**src/rtl/uc_multiciclo.sv**
```systemverilog
// uc_multiciclo -- multicycle control unit for the 64-bit RISC-V datapath.
// Moore FSM that decodes the IR opcode/funct fields and sequences the
// datapath one step per cycle (only pc_write in BRANCH depends on z).
// Ports:
//   clock, reset        rising-edge clock, asynchronous active-high reset
//   opcode/funct3/funct7_5  IR[6:0], IR[14:12], IR[30]
//   z                   ALU zero flag
//   pc_write, pc_src, old_pc_wr, load_ir, reg_a_wr, reg_b_wr, ulaout_wr,
//   mdr_wr, banco_reg_wr, data_memory_wr   datapath load/write strobes
//   seletor_ula, mux_a_sel, mux_b_sel, mux_banco_reg_sel   ALU op / mux selects
//   state, halted, illegal, retired        status outputs
module uc_multiciclo #(
  parameter int unsigned MEM_WAIT = 1
) (
  input  logic        clock,
  input  logic        reset,
  input  logic [6:0]  opcode,
  input  logic [2:0]  funct3,
  input  logic        funct7_5,
  input  logic        z,
  output logic        pc_write,
  output logic        pc_src,
  output logic        old_pc_wr,
  output logic        load_ir,
  output logic        reg_a_wr,
  output logic        reg_b_wr,
  output logic        ulaout_wr,
  output logic        mdr_wr,
  output logic [2:0]  seletor_ula,
  output logic [2:0]  mux_a_sel,
  output logic [2:0]  mux_b_sel,
  output logic [2:0]  mux_banco_reg_sel,
  output logic        banco_reg_wr,
  output logic        data_memory_wr,
  output logic [3:0]  state,
  output logic        halted,
  output logic        illegal,
  output logic [31:0] retired
);

  typedef enum logic [3:0] {
    FETCH  = 4'd0,
    DECODE = 4'd1,
    EXEC_R = 4'd2,
    EXEC_I = 4'd3,
    ADDR   = 4'd4,
    MEM_LD = 4'd5,
    WB_LD  = 4'd6,
    MEM_SD = 4'd7,
    WB_ALU = 4'd8,
    BRANCH = 4'd9,
    LUI_WB = 4'd10,
    HALT   = 4'd15
  } state_t;

  localparam logic [2:0] W = MEM_WAIT[2:0];

  localparam logic [2:0] ALU_ADD = 3'b001;
  localparam logic [2:0] ALU_SUB = 3'b010;
  localparam logic [2:0] ALU_AND = 3'b011;
  localparam logic [2:0] ALU_XOR = 3'b100;

  state_t      cur, nxt;
  logic [2:0]  cnt, cnt_nxt;
  logic        wait_done;
  logic        set_illegal;
  logic        retire;

  logic pc_write_c, old_pc_wr_c, load_ir_c, reg_a_wr_c, reg_b_wr_c;
  logic ulaout_wr_c, mdr_wr_c, banco_reg_wr_c, data_memory_wr_c;

  assign wait_done = (cnt == W);

  always_ff @(posedge clock or posedge reset) begin
    if (reset) begin
      cur     <= FETCH;
      cnt     <= '0;
      illegal <= 1'b0;
      retired <= '0;
    end else begin
      cur <= nxt;
      cnt <= cnt_nxt;
      if (set_illegal) illegal <= 1'b1;
      if (retire)      retired <= retired + 32'd1;
    end
  end

  // Counter only runs in the two memory-wait states; it is zero everywhere
  // else, so entry into FETCH/MEM_LD always starts from 0.
  always_comb begin
    cnt_nxt = '0;
    if ((cur == FETCH || cur == MEM_LD) && !wait_done)
      cnt_nxt = cnt + 3'd1;
  end

  always_comb begin
    nxt               = cur;
    set_illegal       = 1'b0;
    retire            = 1'b0;
    pc_write_c        = 1'b0;
    pc_src            = 1'b0;
    old_pc_wr_c       = 1'b0;
    load_ir_c         = 1'b0;
    reg_a_wr_c        = 1'b0;
    reg_b_wr_c        = 1'b0;
    ulaout_wr_c       = 1'b0;
    mdr_wr_c          = 1'b0;
    banco_reg_wr_c    = 1'b0;
    data_memory_wr_c  = 1'b0;
    seletor_ula       = ALU_ADD;
    mux_a_sel         = '0;
    mux_b_sel         = '0;
    mux_banco_reg_sel = '0;

    unique case (cur)
      FETCH: begin
        if (wait_done) begin
          load_ir_c   = 1'b1;
          old_pc_wr_c = 1'b1;
          pc_write_c  = 1'b1;
          mux_b_sel   = 3'd1;
          nxt         = DECODE;
        end
      end

      DECODE: begin
        reg_a_wr_c  = 1'b1;
        reg_b_wr_c  = 1'b1;
        // Branch target precomputed here: OLD_PC + (imm<<1) into ALUOut.
        ulaout_wr_c = 1'b1;
        mux_a_sel   = 3'd2;
        mux_b_sel   = 3'd3;
        unique case (opcode)
          7'b0110011: nxt = EXEC_R;
          7'b0010011: begin
            if (funct3 == 3'b000) nxt = EXEC_I;
            else begin nxt = HALT; set_illegal = 1'b1; end
          end
          7'b0000011, 7'b0100011: begin
            if (funct3 == 3'b011) nxt = ADDR;
            else begin nxt = HALT; set_illegal = 1'b1; end
          end
          7'b1100011: begin
            if (funct3 == 3'b000 || funct3 == 3'b001) nxt = BRANCH;
            else begin nxt = HALT; set_illegal = 1'b1; end
          end
          7'b0110111: nxt = LUI_WB;
          7'b1110011: nxt = HALT;
          default: begin
            nxt         = HALT;
            set_illegal = 1'b1;
          end
        endcase
      end

      EXEC_R: begin
        ulaout_wr_c = 1'b1;
        mux_a_sel   = 3'd1;
        mux_b_sel   = 3'd0;
        nxt         = WB_ALU;
        casez ({funct3, funct7_5})
          4'b0000: seletor_ula = ALU_ADD;
          4'b0001: seletor_ula = ALU_SUB;
          4'b111?: seletor_ula = ALU_AND;
          4'b100?: seletor_ula = ALU_XOR;
          default: begin
            nxt         = HALT;
            set_illegal = 1'b1;
          end
        endcase
      end

      EXEC_I: begin
        ulaout_wr_c = 1'b1;
        mux_a_sel   = 3'd1;
        mux_b_sel   = 3'd2;
        nxt         = WB_ALU;
      end

      WB_ALU: begin
        banco_reg_wr_c = 1'b1;
        retire         = 1'b1;
        nxt            = FETCH;
      end

      ADDR: begin
        ulaout_wr_c = 1'b1;
        mux_a_sel   = 3'd1;
        mux_b_sel   = 3'd2;
        nxt         = (opcode == 7'b0000011) ? MEM_LD : MEM_SD;
      end

      MEM_LD: begin
        if (wait_done) begin
          mdr_wr_c = 1'b1;
          nxt      = WB_LD;
        end
      end

      WB_LD: begin
        banco_reg_wr_c    = 1'b1;
        mux_banco_reg_sel = 3'd1;
        retire            = 1'b1;
        nxt               = FETCH;
      end

      MEM_SD: begin
        data_memory_wr_c = 1'b1;
        retire           = 1'b1;
        nxt              = FETCH;
      end

      BRANCH: begin
        mux_a_sel   = 3'd1;
        mux_b_sel   = 3'd0;
        seletor_ula = ALU_SUB;
        pc_src      = 1'b1;
        pc_write_c  = (funct3 == 3'b001) ? !z : z;
        retire      = 1'b1;
        nxt         = FETCH;
      end

      LUI_WB: begin
        banco_reg_wr_c    = 1'b1;
        mux_banco_reg_sel = 3'd2;
        retire            = 1'b1;
        nxt               = FETCH;
      end

      HALT: nxt = HALT;

      default: nxt = FETCH;
    endcase
  end

  // Strobes are forced low combinationally so nothing is written while the
  // asynchronous reset is held, even in the W=0 FETCH cycle.
  assign pc_write       = pc_write_c       & ~reset;
  assign old_pc_wr      = old_pc_wr_c      & ~reset;
  assign load_ir        = load_ir_c        & ~reset;
  assign reg_a_wr       = reg_a_wr_c       & ~reset;
  assign reg_b_wr       = reg_b_wr_c       & ~reset;
  assign ulaout_wr      = ulaout_wr_c      & ~reset;
  assign mdr_wr         = mdr_wr_c         & ~reset;
  assign banco_reg_wr   = banco_reg_wr_c   & ~reset;
  assign data_memory_wr = data_memory_wr_c & ~reset;

  assign state  = cur;
  assign halted = (cur == HALT);

endmodule

```
**config.mk**
```make
export PLATFORM = sky130hd
export DESIGN_NAME = uc_multiciclo
export DESIGN_NICKNAME = d
export VERILOG_FILES = /design/src/rtl/uc_multiciclo.sv
export SDC_FILE = /design/constraint.sdc
export NUM_CORES = 1
export LEC_CHECK = 0
export CAP_MARGIN = 20
export CELL_PAD_IN_SITES_DETAIL_PLACEMENT = 1
export CELL_PAD_IN_SITES_GLOBAL_PLACEMENT = 2
export CORE_ASPECT_RATIO = 1.75
export CORE_MARGIN = 1
export CORE_UTILIZATION = 30
export DETAILED_ROUTE_END_ITERATION = 8
export GPL_ROUTABILITY_DRIVEN = 0
export PLACE_DENSITY = 0.91
export RECOVER_POWER = 50
export SLEW_MARGIN = 5
export SYNTH_ARGS = -nofsm -noshare
export SYNTH_HDL_FRONTEND = slang
export SYNTH_SLANG_ARGS = --single-unit
```
**constraint.sdc**
```tcl
create_clock -name clock -period 3.7 [get_ports clock]
set_input_delay 0.74 -clock clock [delete_from_list [all_inputs] [get_ports clock]]
set_output_delay 0.74 -clock clock [all_outputs]
set_load 0.03 [all_outputs]
```
==> out/results.txt <==
Top cells by area, synth -> dfrtp_1 (42%), xnor2_1 (6.3%), xor2_1 (5.9%)
Num rows -> 42
Final setup vio count -> 0
DIE AREA -> 8280 µm²
Sequential Area -> 1000 µm²
Post-synth top area cell -> dfrtp_1
GRT Overall Usage -> 16.7%
Largest net degree at the start of global routing -> 33
Tcrit/Tclk final -> 89.0%
DRT iter0 DRCs -> 92
Worst IR Drop VDD -> 0.313 mV
Setup crit start kind -> primary input
Worst Hold Launch -> retired[31]
Fmax -> 304 MHz
WP data required -> 2.96 ns
Initial core utilization -> 31.1%
Area of placed instances -> 3140 µm²
Pwr/cell area -> 606 nW/µm²
Drt total wl -> 6730 µm
Total gr overflow -> 0
Remaining DRCs -> 0
Setup TNS -> 0 ns
Post-cts repair resize count -> 0
Number of I/O port buffers -> 70
# nets final -> 340
HPWL after DPL -> 5130 µm
Hold buffer count at cts -> 0
Clk Latency, worst-skew pair -> 0.28 ns
Design Area, Final -> 3300 µm²
Max-slew violation count -> 33
R2r startpoint -> state[1]
Worst-margin pin slew -> 1.74 ns
Primary FF master, synth -> dfrtp_1
Die Width -> 69.2 µm
Async set-reset flop share out of synthesis -> 100%
Setup ws final -> 0.408 ns
Area of the multi-input gates -> 1250 µm²
Yosys reg bits -> 40
Synth cell types -> 55
Worst-path clk slew -> 0.06 ns
Post-CTS setup buffers -> 0
ANT cells -> 0
Status -> finished, violations left
Top-area cell type share of the netlist area -> 42.2%
Core Footprint -> 7620 µm²
RSZ-0062 raised after global routing -> no
DR vias/cell -> 5.31
WS Path Type -> in2out
Fin crit period -> 3.29 ns
Critical Path AT -> 2.55 ns
# Max-Cap Violations -> 1
Via count -> 2189
Synth Warn # -> 0
First-pass GRT wire length -> 10900 µm
H-tree depth -> 2
Crit path launch -> funct3[2]
Antenna violation net count after detailed routing -> 0
Detailed Routing Iterations Pass 1 -> 3
Avg Cell Area, Syn -> 9.37 µm²
Post-Place Setup Slack -> 0.494 ns
Commonest cells in the netlist -> dfrtp_1 (40), nor2_1 (24), xnor2_1 (17)
Sequential share of the synthesized area -> 42.2%
Clk sinks -> 40
Clock Tree Root -> clkbuf_16
Cells after synthesis -> 253
Slew HR -> -15.9%
Failing checks -> max-capacitance violations, max-slew violations
Leak -> 1.45 nW
CTS tree -> built
Die Y -> 120 µm
Wirelength per Cell -> 16.3 µm
Initial antenna violation count -> 0
CP endpoint kind -> primary output
Number of global-route vias before repair -> 2269
CTS buffer count -> 5
Deepest clock path buffer count -> 2
Fillers -> 873
Max FO, Critical Path -> 8
Clock Skew -> 0.00425 ns
Worst hold path type -> reg2reg
Count leader, synth -> dfrtp_1
Number of synthesized flops with an enable pin -> 0
# IOs -> 74
Share of cells above drive strength 1 -> 7.41%
Hold Violations, Final -> 0
Area growth syn-to-layout -> 39.1%
Cell Area, Synth -> 2370 µm²
## final timing paths
| path | endpoint | slack (ns) | cells past startpoint |
|---|---|---|---|
| setup / recovery | seletor_ula[1] | 0.41 | 5 |
| hold / removal | retired[31] | 0.46 | 1 |
| setup reg to reg | retired[11] | 0.74 | 5 |
| hold reg to reg | retired[31] | 0.46 | 1 |
| max in group asynchronous | retired[29] | 1.01 | 3 |
| min in group asynchronous | retired[10] | 1.05 | 3 |
## through the flow
stage	util (%)	std cells	hold WS [ns]	total power, W
6_report	43.3	412	0.465	0.00200
5_1_grt	43.3	412	0.492	0.00210
4_1_cts	43.6	412	0.475	0.00204
3_5_place_dp	41.2	404	0.460	0.00150
3_3_place_gp	41.2	404	0.456	0.00149
2_1_floorplan	-	255	0.438	0.00116
## cells in the final DEF (no fill, tap or decap), types with 3 or more instances in the layout
cell type,synthesis,final
nor2_1,24,24
clkbuf_16,0,5
o21ai_0,4,4
nand2b_1,7,7
xnor2_1,17,17
or2_2,5,5
nor3_1,14,14
nand3b_1,3,3
conb_1,1,3
dlygate4sd3_1,0,12
and3_1,6,6
nor4_1,4,4
clkdlybuf4s50_1,0,57
ha_1,3,3
buf_4,5,4
a21oi_1,9,9
nand3_1,14,14
nand2_1,15,16
inv_1,9,9
nand4_1,9,9
xor2_1,16,16
dfrtp_1,40,40
## layout make-up
type                            count  share of cell area, %
Clock inverter                      1                  0.910
Multi-Input combinational cell    193                   37.8
Clock buffer                        7                   4.63
Timing Repair Buffer               74                   22.0
Sequential cell                    40                   30.3
Tap cell                           88                   3.34
Inverter                            9                   1.02
## power breakdown
group	total, W	switching [W]	internal (W)
Sequential	0.000580	0.0000856	0.000494
Clock	0.000529	0.000173	0.000355
Combinational	0.000891	0.000529	0.000362
## cell families (layout without fill, tap and decap cells)
logic type	count (synthesis)	count (layout)	synth area share, %
compound gates	35	35	10.6
xor+xnor	34	34	12.9
fa+ha+maj	3	3	1.58
buf+inv	22	91	4.64
flops	40	40	42.2
mux	1	1	0.475
other cells	1	3	0.158
simple gates	117	117	27.4
## worst max-delay path, cell delays in order
cell and delay (ns):
dlygate4sd3_1 0.65, and3_1 0.26, a21oi_1 0.06, o21ai_0 0.15, clkdlybuf4s50_1 0.69
## flip-flops by register name, summed over array words and instances, names as in the netlist
name and count:
state 4, retired 32, illegal 1, cnt 3
## metal layers
| metal | global-route usage (%) | vias up | wire, µm | part of all wire, % |
|---|---|---|---|---|
| li1 | - | 1030 | - | - |
| met4 | 10.2 | 0 | 301 | 4.5 |
| met1 | 17.0 | 1072 | 2540 | 38 |
| met3 | 3.36 | 18 | 267 | 4.0 |
| met5 | 0 | - | 0 | 0 |
| met2 | 30.5 | 69 | 3620 | 54 |
Note: power is estimated with default switching activity, not from simulation.
